[config.mk]
export PLATFORM = sky130hd
export DESIGN_NAME = seven_seg_scanner
export DESIGN_NICKNAME = d
export VERILOG_FILES = /design/src/rtl/seg_pkg.sv /design/src/rtl/seg7_decoder.sv /design/src/rtl/seven_seg_scanner.sv
export SDC_FILE = /design/constraint.sdc
export NUM_CORES = 1
export LEC_CHECK = 0
export ABC_CLOCK_PERIOD_IN_PS = 3700
export BUFFER_PORTS_ARGS = -buffer_cell sky130_fd_sc_hd__buf_4
export CAP_MARGIN = 10
export CORE_MARGIN = 2
export CORE_UTILIZATION = 35
export CTS_CLUSTER_DIAMETER = 100
export DETAILED_ROUTE_END_ITERATION = 10
export HOLD_SLACK_MARGIN = 0.12
export MAX_ROUTING_LAYER = met4
export PLACE_DENSITY = 0.63
export SETUP_SLACK_MARGIN = 0.4
export SYNTH_ARGS = -nofsm -noshare
export SYNTH_HDL_FRONTEND = slang
export SYNTH_SLANG_ARGS = --single-unit
[constraint.sdc]
create_clock -name clk -period 3.7 [get_ports clk]
set_input_delay 0.555 -clock clk [delete_from_list [all_inputs] [get_ports clk]]
set_output_delay 0.555 -clock clk [all_outputs]
set_load 0.01 [all_outputs]
[src/rtl/seg_pkg.sv]
// Shared definitions for the seven-segment display path: segment vector type
// and the active-low glyph patterns, ordered {g,f,e,d,c,b,a}.
package seg_pkg;

  localparam int SEG_W = 7;

  typedef logic [SEG_W-1:0] seg_t;

  localparam seg_t SEG_0     = 7'b1000000;
  localparam seg_t SEG_1     = 7'b1111001;
  localparam seg_t SEG_2     = 7'b0100100;
  localparam seg_t SEG_3     = 7'b0110000;
  localparam seg_t SEG_4     = 7'b0011001;
  localparam seg_t SEG_5     = 7'b0010010;
  localparam seg_t SEG_6     = 7'b0000010;
  localparam seg_t SEG_7     = 7'b1111000;
  localparam seg_t SEG_8     = 7'b0000000;
  localparam seg_t SEG_9     = 7'b0010000;
  localparam seg_t SEG_A     = 7'b0001000;
  localparam seg_t SEG_B     = 7'b0000011;
  localparam seg_t SEG_C     = 7'b1000110;
  localparam seg_t SEG_D     = 7'b0100001;
  localparam seg_t SEG_E     = 7'b0000110;
  localparam seg_t SEG_F     = 7'b0001110;
  localparam seg_t SEG_DASH  = 7'b0111111;
  localparam seg_t SEG_BLANK = 7'b1111111;

endpackage

[src/rtl/seg7_decoder.sv]
// Combinational 4-bit code to active-low glyph decoder. Codes 10-15 show as
// hex letters when hex_mode is set, otherwise as a dash.
module seg7_decoder
  import seg_pkg::*;
(
  input  logic [3:0] code,
  input  logic       hex_mode,
  output seg_t       seg
);

  always_comb begin
    seg = SEG_BLANK;
    case (code)
      4'h0:    seg = SEG_0;
      4'h1:    seg = SEG_1;
      4'h2:    seg = SEG_2;
      4'h3:    seg = SEG_3;
      4'h4:    seg = SEG_4;
      4'h5:    seg = SEG_5;
      4'h6:    seg = SEG_6;
      4'h7:    seg = SEG_7;
      4'h8:    seg = SEG_8;
      4'h9:    seg = SEG_9;
      4'hA:    seg = hex_mode ? SEG_A : SEG_DASH;
      4'hB:    seg = hex_mode ? SEG_B : SEG_DASH;
      4'hC:    seg = hex_mode ? SEG_C : SEG_DASH;
      4'hD:    seg = hex_mode ? SEG_D : SEG_DASH;
      4'hE:    seg = hex_mode ? SEG_E : SEG_DASH;
      4'hF:    seg = hex_mode ? SEG_F : SEG_DASH;
      default: seg = SEG_BLANK;
    endcase
  end

endmodule

[src/rtl/seven_seg_scanner.sv]
// N-digit time-multiplexed common-anode seven-segment driver with
// double-buffered (frame-aligned) updates, leading-zero blanking and blink.
module seven_seg_scanner
  import seg_pkg::*;
#(
  parameter int NUM_DIGITS  = 4,
  parameter int REFRESH_DIV = 50000,
  parameter int BLINK_DIV   = 32
) (
  input  logic                    clk,
  input  logic                    reset,
  input  logic [4*NUM_DIGITS-1:0] bcd_in,
  input  logic                    load,
  input  logic                    hex_mode,
  input  logic                    blank_lz,
  input  logic [NUM_DIGITS-1:0]   blink_mask,
  output logic [SEG_W-1:0]        segments,
  output logic [NUM_DIGITS-1:0]   display_select
);

  localparam int DW    = 4 * NUM_DIGITS;
  localparam int CNT_W = $clog2(REFRESH_DIV);
  localparam int IDX_W = $clog2(NUM_DIGITS);
  localparam int FC_W  = (BLINK_DIV > 1) ? $clog2(BLINK_DIV) : 1;

  localparam logic [CNT_W-1:0] CNT_LAST = CNT_W'(REFRESH_DIV - 1);
  localparam logic [IDX_W-1:0] IDX_LAST = IDX_W'(NUM_DIGITS - 1);
  localparam logic [FC_W-1:0]  FC_LAST  = FC_W'(BLINK_DIV - 1);

  logic [CNT_W-1:0]      cnt_q, cnt_d;
  logic [IDX_W-1:0]      idx_q, idx_d;
  logic [FC_W-1:0]       fcnt_q, fcnt_d;
  logic                  blink_phase_q, blink_phase_d;
  logic [DW-1:0]         pend_q, pend_d;
  logic                  pend_valid_q, pend_valid_d;
  logic [DW-1:0]         shadow_q, shadow_d;
  seg_t                  seg_q, seg_d;
  logic [NUM_DIGITS-1:0] sel_q, sel_d;

  logic                  slot_end;
  logic                  frame_end;
  logic [3:0]            nib [NUM_DIGITS];
  logic [NUM_DIGITS-1:0] lz_mask;
  logic [3:0]            cur_code;
  logic                  cur_blank;
  seg_t                  glyph;

  // Digit g is a leading zero when it and everything above it are zero.
  assign lz_mask[0] = 1'b0;
  for (genvar g = 0; g < NUM_DIGITS; g++) begin : g_digit
    assign nib[g] = shadow_q[4*g +: 4];
    if (g > 0) begin : g_lz
      assign lz_mask[g] = (shadow_q[DW-1:4*g] == '0);
    end
  end

  always_comb begin
    cur_code  = 4'd0;
    cur_blank = 1'b0;
    for (int i = 0; i < NUM_DIGITS; i++) begin
      if (idx_q == IDX_W'(i)) begin
        cur_code  = nib[i];
        cur_blank = (blank_lz & lz_mask[i]) | (blink_phase_q & blink_mask[i]);
      end
    end
  end

  seg7_decoder u_dec (
    .code     (cur_code),
    .hex_mode (hex_mode),
    .seg      (glyph)
  );

  assign slot_end  = (cnt_q == CNT_LAST);
  assign frame_end = slot_end && (idx_q == IDX_LAST);

  always_comb begin
    cnt_d         = slot_end ? '0 : cnt_q + 1'b1;
    idx_d         = idx_q;
    fcnt_d        = fcnt_q;
    blink_phase_d = blink_phase_q;
    pend_d        = pend_q;
    pend_valid_d  = pend_valid_q;
    shadow_d      = shadow_q;

    if (slot_end) begin
      idx_d = (idx_q == IDX_LAST) ? '0 : idx_q + 1'b1;
    end

    if (frame_end) begin
      if (fcnt_q == FC_LAST) begin
        fcnt_d        = '0;
        blink_phase_d = ~blink_phase_q;
      end else begin
        fcnt_d = fcnt_q + 1'b1;
      end
    end

    // A load landing on the frame boundary bypasses pending so it is not lost.
    if (load && frame_end) begin
      shadow_d     = bcd_in;
      pend_valid_d = 1'b0;
    end else if (load) begin
      pend_d       = bcd_in;
      pend_valid_d = 1'b1;
    end else if (frame_end && pend_valid_q) begin
      shadow_d     = pend_q;
      pend_valid_d = 1'b0;
    end
  end

  // Output stage: one cycle behind the scan position; last slot cycle is dark.
  always_comb begin
    seg_d = cur_blank ? SEG_BLANK : glyph;
    sel_d = '1;
    if (!slot_end) begin
      for (int i = 0; i < NUM_DIGITS; i++) begin
        sel_d[i] = (idx_q != IDX_W'(i));
      end
    end
  end

  always_ff @(posedge clk) begin
    if (!reset) begin
      cnt_q         <= '0;
      idx_q         <= '0;
      fcnt_q        <= '0;
      blink_phase_q <= 1'b0;
      pend_q        <= '0;
      pend_valid_q  <= 1'b0;
      shadow_q      <= '0;
      seg_q         <= SEG_BLANK;
      sel_q         <= '1;
    end else begin
      cnt_q         <= cnt_d;
      idx_q         <= idx_d;
      fcnt_q        <= fcnt_d;
      blink_phase_q <= blink_phase_d;
      pend_q        <= pend_d;
      pend_valid_q  <= pend_valid_d;
      shadow_q      <= shadow_d;
      seg_q         <= seg_d;
      sel_q         <= sel_d;
    end
  end

  assign segments       = seg_q;
  assign display_select = sel_q;

endmodule

After elaboration in Yosys (flattened, before gate mapping)
Cells that the tools add are included.
{"block": "totals", "ff_bits": 68, "input_bits": 25, "output_inout_bits": 11, "wordCells": 88}
{"block": "classes", "n_addsub": 3, "eq_ne": 24, "muxes": 22, "bitwise": 13, "reduce_logical": 17}
{"cell": "7-bit one-hot mux with 16 select lines", "count": 1}
{"cell": "16-bit two-way mux", "count": 3}
{"cell": "4-bit equality test (second input constant)", "count": 8}
{"cell": "6-bit two-way mux", "count": 4}
{"cell": "16-bit by 1-bit adder with 16-bit output (second input constant)", "count": 1}
{"cell": "16-bit equality test (second input constant)", "count": 1}
{"cell": "4-bit by 3-bit equality test with 1-bit output (second input constant)", "count": 4}
{"cell": "4-bit two-way mux", "count": 4}
{"cell": "12-bit logical NOT", "count": 1}
{"cell": "5-bit two-way mux", "count": 2}
{"cell": "4-bit by 2-bit equality test with 1-bit output (second input constant)", "count": 2}
{"cell": "4-bit logical NOT", "count": 2}
{"cell": "8-bit logical NOT", "count": 1}
{"cell": "1-bit bitwise AND", "count": 7}
{"cell": "7-bit two-way mux", "count": 1}
{"cell": "1-bit two-way mux", "count": 6}
{"cell": "2-bit AND reduction", "count": 3}
{"cell": "2-bit nonzero test", "count": 3}
{"cell": "2-bit OR reduction", "count": 3}
{"cell": "5-bit by 1-bit adder with 5-bit output (second input constant)", "count": 1}
{"cell": "5-bit equality test (second input constant)", "count": 1}
{"cell": "2-bit equality test (second input constant)", "count": 2}
{"cell": "4-bit by 1-bit equality test with 1-bit output (second input constant)", "count": 1}
{"cell": "2-bit by 1-bit inequality test with 1-bit output (second input constant)", "count": 2}
{"cell": "other kinds (8)", "count": 15}

Logic depth before layout (Yosys ltp)
{"block": "depth", "depth_word": 7, "ltp_mapped": 9}

By module
Synthesis repeated with hierarchy kept, for this count alone.
{"block": "hier_totals", "hier_cells": 360, "area_unflattened_um2": 3273.1}
{"mod": "seven_seg_scanner", "n_inst": 1, "cells_each": 318, "area_per_inst_um2": 2935.3, "seq_area_each_um2": 1361.3}
{"mod": "seg7_decoder", "n_inst": 1, "cells_each": 42, "area_per_inst_um2": 337.8, "seq_area_each_um2": 0.0}

Worst setup path after synthesis
No wires, ideal clock.
{"block": "synth_timing", "kind": "flip-flop to flip-flop", "from": "reg idx_q[1]", "to": "reg seg_q[5], in the netlist segments[5]", "setup_time_ns": 0.106, "arrival_ns": 1.872, "slack_ns": 1.722, "stages_incl_launch_ff": 9, "n_path_buf": 1, "period_less_slack_ns": 1.978, "cell_sequence": "dfxtp_1 -> inv_1 -> ha_1 -> buf_2 -> nand3b_1 -> a221oi_2 -> nor2_1 -> a211o_1 -> o311ai_0"}
{"block": "synth_via", "elab_chain_cells": 7, "elab_cells_between_ends": 30, "cone_classes": "eq/ne: 18; mux: 9; reduce/logical: 3"}
{"item": "start, declared", "line": "seven_seg_scanner.sv:31", "source": "logic [IDX_W-1:0] idx_q, idx_d;"}
{"item": "start signal, assigned", "line": "seven_seg_scanner.sv:136", "source": "idx_q <= idx_d;"}
{"item": "2-bit logical NOT", "line": "seven_seg_scanner.sv:61", "source": "if (idx_q == IDX_W'(i)) begin"}
{"item": "4-bit two-way mux (4 in a row)", "line": "seven_seg_scanner.sv:61"}
{"item": "4-bit equality test (tied with other cells)", "line": "seg7_decoder.sv:13", "source": "case (code)"}
{"item": "7-bit one-hot mux with 16 select lines", "line": "seg7_decoder.sv:13"}
{"item": "end signal, assigned", "line": "seven_seg_scanner.sv:142", "source": "seg_q <= seg_d;"}
{"item": "end, declared", "line": "seven_seg_scanner.sv:37", "source": "seg_t seg_q, seg_d;"}
Several ways; a longest one is shown, not always the timed one.
A chain may end at the register's enable or synchronous reset.

Worst setup path in the final report
{"block": "layout_timing", "from": "reg idx_q[0]", "to": "reg seg_q[5], in the netlist segments[5]"}
Same word-level chain as after synthesis.

==> metrics.cfg <==
[power]
p_leak_nw = 1.40
ir_drop_v = 0.000207
powerDensity_nw_per_um2 = 395
power_mw = 1.49

[run_status]
status = finished, final reports clean

[timing]
setup_slack_ns = 0.885
finalCritPeriodShare_pct = 76.1
fin_crit_ns = 2.81
fmax_ghz = 0.355
fin_tns_setup_ns = 0
finalClockSkew_ns = 0.0113
rsz0062_at_grt = false
setup_viol = 0
maxSlewViolCount = 0
finalHoldViolCount = 0
max-slew-margin-rel_pct = 38.4
worstMarginPinSlew_ns = 0.924
fin_hold_ws_ns = 0.457

[grt]
antenna_found_initial = 0
grt_max_degree = 47
globalRoute.totalOverflow = 0
grt_pass1_vias = 2331
track_usage_pct = 14.3
grt_pass1_wl_um = 11200

[setup_path]
crit_path_end_kind = flip-flop
worstPathRequired_ns = 3.94
cp-start-kind = flip-flop
worstPathCellList = ha_1 > a211oi_1 > a221oi_2 > nor2_1 > a211o_1 > o311ai_0
critical_path_class = reg2reg
arrival_ns = 3.05
path_max_fanout = 21
critPathMaxStageDelay_ns = 0.79
crit_slowest_cell = a221oi_2

[route]
drt-total-wl_um = 6870
postRouteAntennaNets = 0
drc = 0
vias = 2703
drtIter0Drc = 108
vias_per_cell = 5.31
wl_per_cell_um = 13.5
first_pass_iters = 4

[synthesis]
synthTopCellsByArea = dfxtp_1, nand2_1, a21boi_0
synth_seq_cells = 68
postSynthAreaPerCell_um2 = 8.86
syn_inst = 368
yosys_warnings = 0
synth_edf_count = 0
synth_cell_types = 54
synth_area_um2 = 3260
synth_ff_type = dfxtp_1
synth_nets = 400
netlist.area_leader.share_pct = 41.7
yosysSeqAreaShare_pct = 41.7
async_reset_ff_share_pct = 0
synth_area_leader_cell = dfxtp_1

[die]
ioPinCount = 36
core_area_um2 = 9150
die_w_um = 101
start_util_pct = 35.6
rows = 35
die_h_um = 101
die_area_um2 = 10100

[finish]
post-route-cell-area_um2 = 3760
antenna_cells = 0
final_nets = 425
drive_above_1_share_pct = 15.3
nFillCells = 913
final_common_cell = dfxtp_1
layout_common_cells = dfxtp_1, nand2_1, buf_4
area_growth_pct = 15.3

[clock_tree]
clkSinkCount = 68
post_cts_resized = 0
cts.clk_slew.worst_paths_ns = 0.07
cts_max_level = 3
ctsLongestPathBuffers = 2
root_buffer = clkbuf_8
cts_tree = yes
cts_setup_buffers = 0
cts_buffers = 9
holdBufCountCts = 0
clk_latency_ns = 0.35

[placed_design]
dpl_cell_area_um2 = 3550
numPortBuffers = 35
dpl.hpwl_um = 4670
gp_congestion = 0.791
dp_slack_ns = 0.964

[hold_path]
hold_class = reg2reg

[flow_run]
cap_viol_max_count = 0

Yosys cell counts (2+ instances only):
cell,number
a211oi_1,3
a21boi_0,27
a21boi_1,12
a21oi_1,12
a221oi_2,2
a311oi_2,2
a31oi_1,2
and2_1,4
and3_1,11
and4_1,2
and4bb_2,2
buf_2,6
buf_4,5
clkbuf_1,9
dfxtp_1,68
ha_1,7
inv_1,5
nand2_1,66
nand2b_1,4
nand3_1,7
nand3b_1,6
nand4_1,3
nor2_1,20
nor2b_1,5
nor3_1,3
nor3_4,2
nor3b_1,4
nor4_1,3
o21ai_0,9
o221ai_1,16
o2bb2ai_1,2
o31ai_1,2
or3_1,5
xnor2_1,5
xor2_1,8
cell families after synthesis:
group                    Yosys count  synth area share (%)
XOR/XNOR                          13                  3.49
AND/OR/NAND/NOR                  153                  24.5
AO/OA/AOI/OAI                    100                  23.4
adder cells (fa/ha/maj)            7                  2.68
buffers and inverters             27                  4.14
flip-flops                        68                  41.7
layer usage:
metal	vias to the layer above	GRT usage, %	routed length [µm]
li1	1374	-	-
met1	1274	19.4	3590
met2	45	20.3	2930
met3	10	4.44	264
met4	0	4.43	97
met5	-	-	0
state kept, by name, summed over array words and instances, names as in the netlist:
name and count:
segments 7, fcnt_q 5, blink_phase_q 1, shadow_q 16, display_select 4, pend_valid_q 1
cnt_q 16, pend_q 16, idx_q 2
critical path, delay by kind of cell, from the launching register on:
kind                       cells  cell delay (ns)
AOI/OAI and AO/OA              4             1.34
adders and majority gates      1             0.73
DFF                            1             0.41
and+or+nand+nor                1             0.23
path summary, 6_finish.rpt:
path                            slack [ns]                     from                      end  cells after the start
worst max-delay path                  0.89    idx_q[0]$_SDFFE_PN0N_   segments[5]$_SDFF_PP1_                      6
worst min-delay path                  0.46  pend_q[11]$_SDFFE_PN0P_  pend_q[11]$_SDFFE_PN0P_                      2
worst max register to register        0.89    idx_q[0]$_SDFFE_PN0N_   segments[5]$_SDFF_PP1_                      6
worst min register to register        0.46  pend_q[11]$_SDFFE_PN0P_  pend_q[11]$_SDFFE_PN0P_                      2
report_power, final:
| group | leakage, nW | internal, mW | switching [mW] | total, mW |
|---|---|---|---|---|
| clock | 0.105 | 0.381 | 0.273 | 0.653 |
| sequential | 0.554 | 0.749 | 0.00781 | 0.757 |
| combinational | 0.738 | 0.0377 | 0.0393 | 0.0770 |
metrics by stage:
| step | util, % | cells |
|---|---|---|
| floorplan | - | 368 |
| global placement | 38.8 | 493 |
| detailed placement | 38.8 | 493 |
| CTS | 41.1 | 509 |
| global route | 41.1 | 509 |
| finish | 41.1 | 509 |
final cells by class:
cell class	instances	area, µm²	share of cell area [%]
multi-input combinational	273	1770	47.0
tap	111	139	3.69
sequential	68	1360	36.2
clock inverter	4	73.8	1.96
timing repair buffer	35	263	6.99
inverter	6	22.5	0.599
clock buffer	12	135	3.59
(Power assumes the default switching activity.)
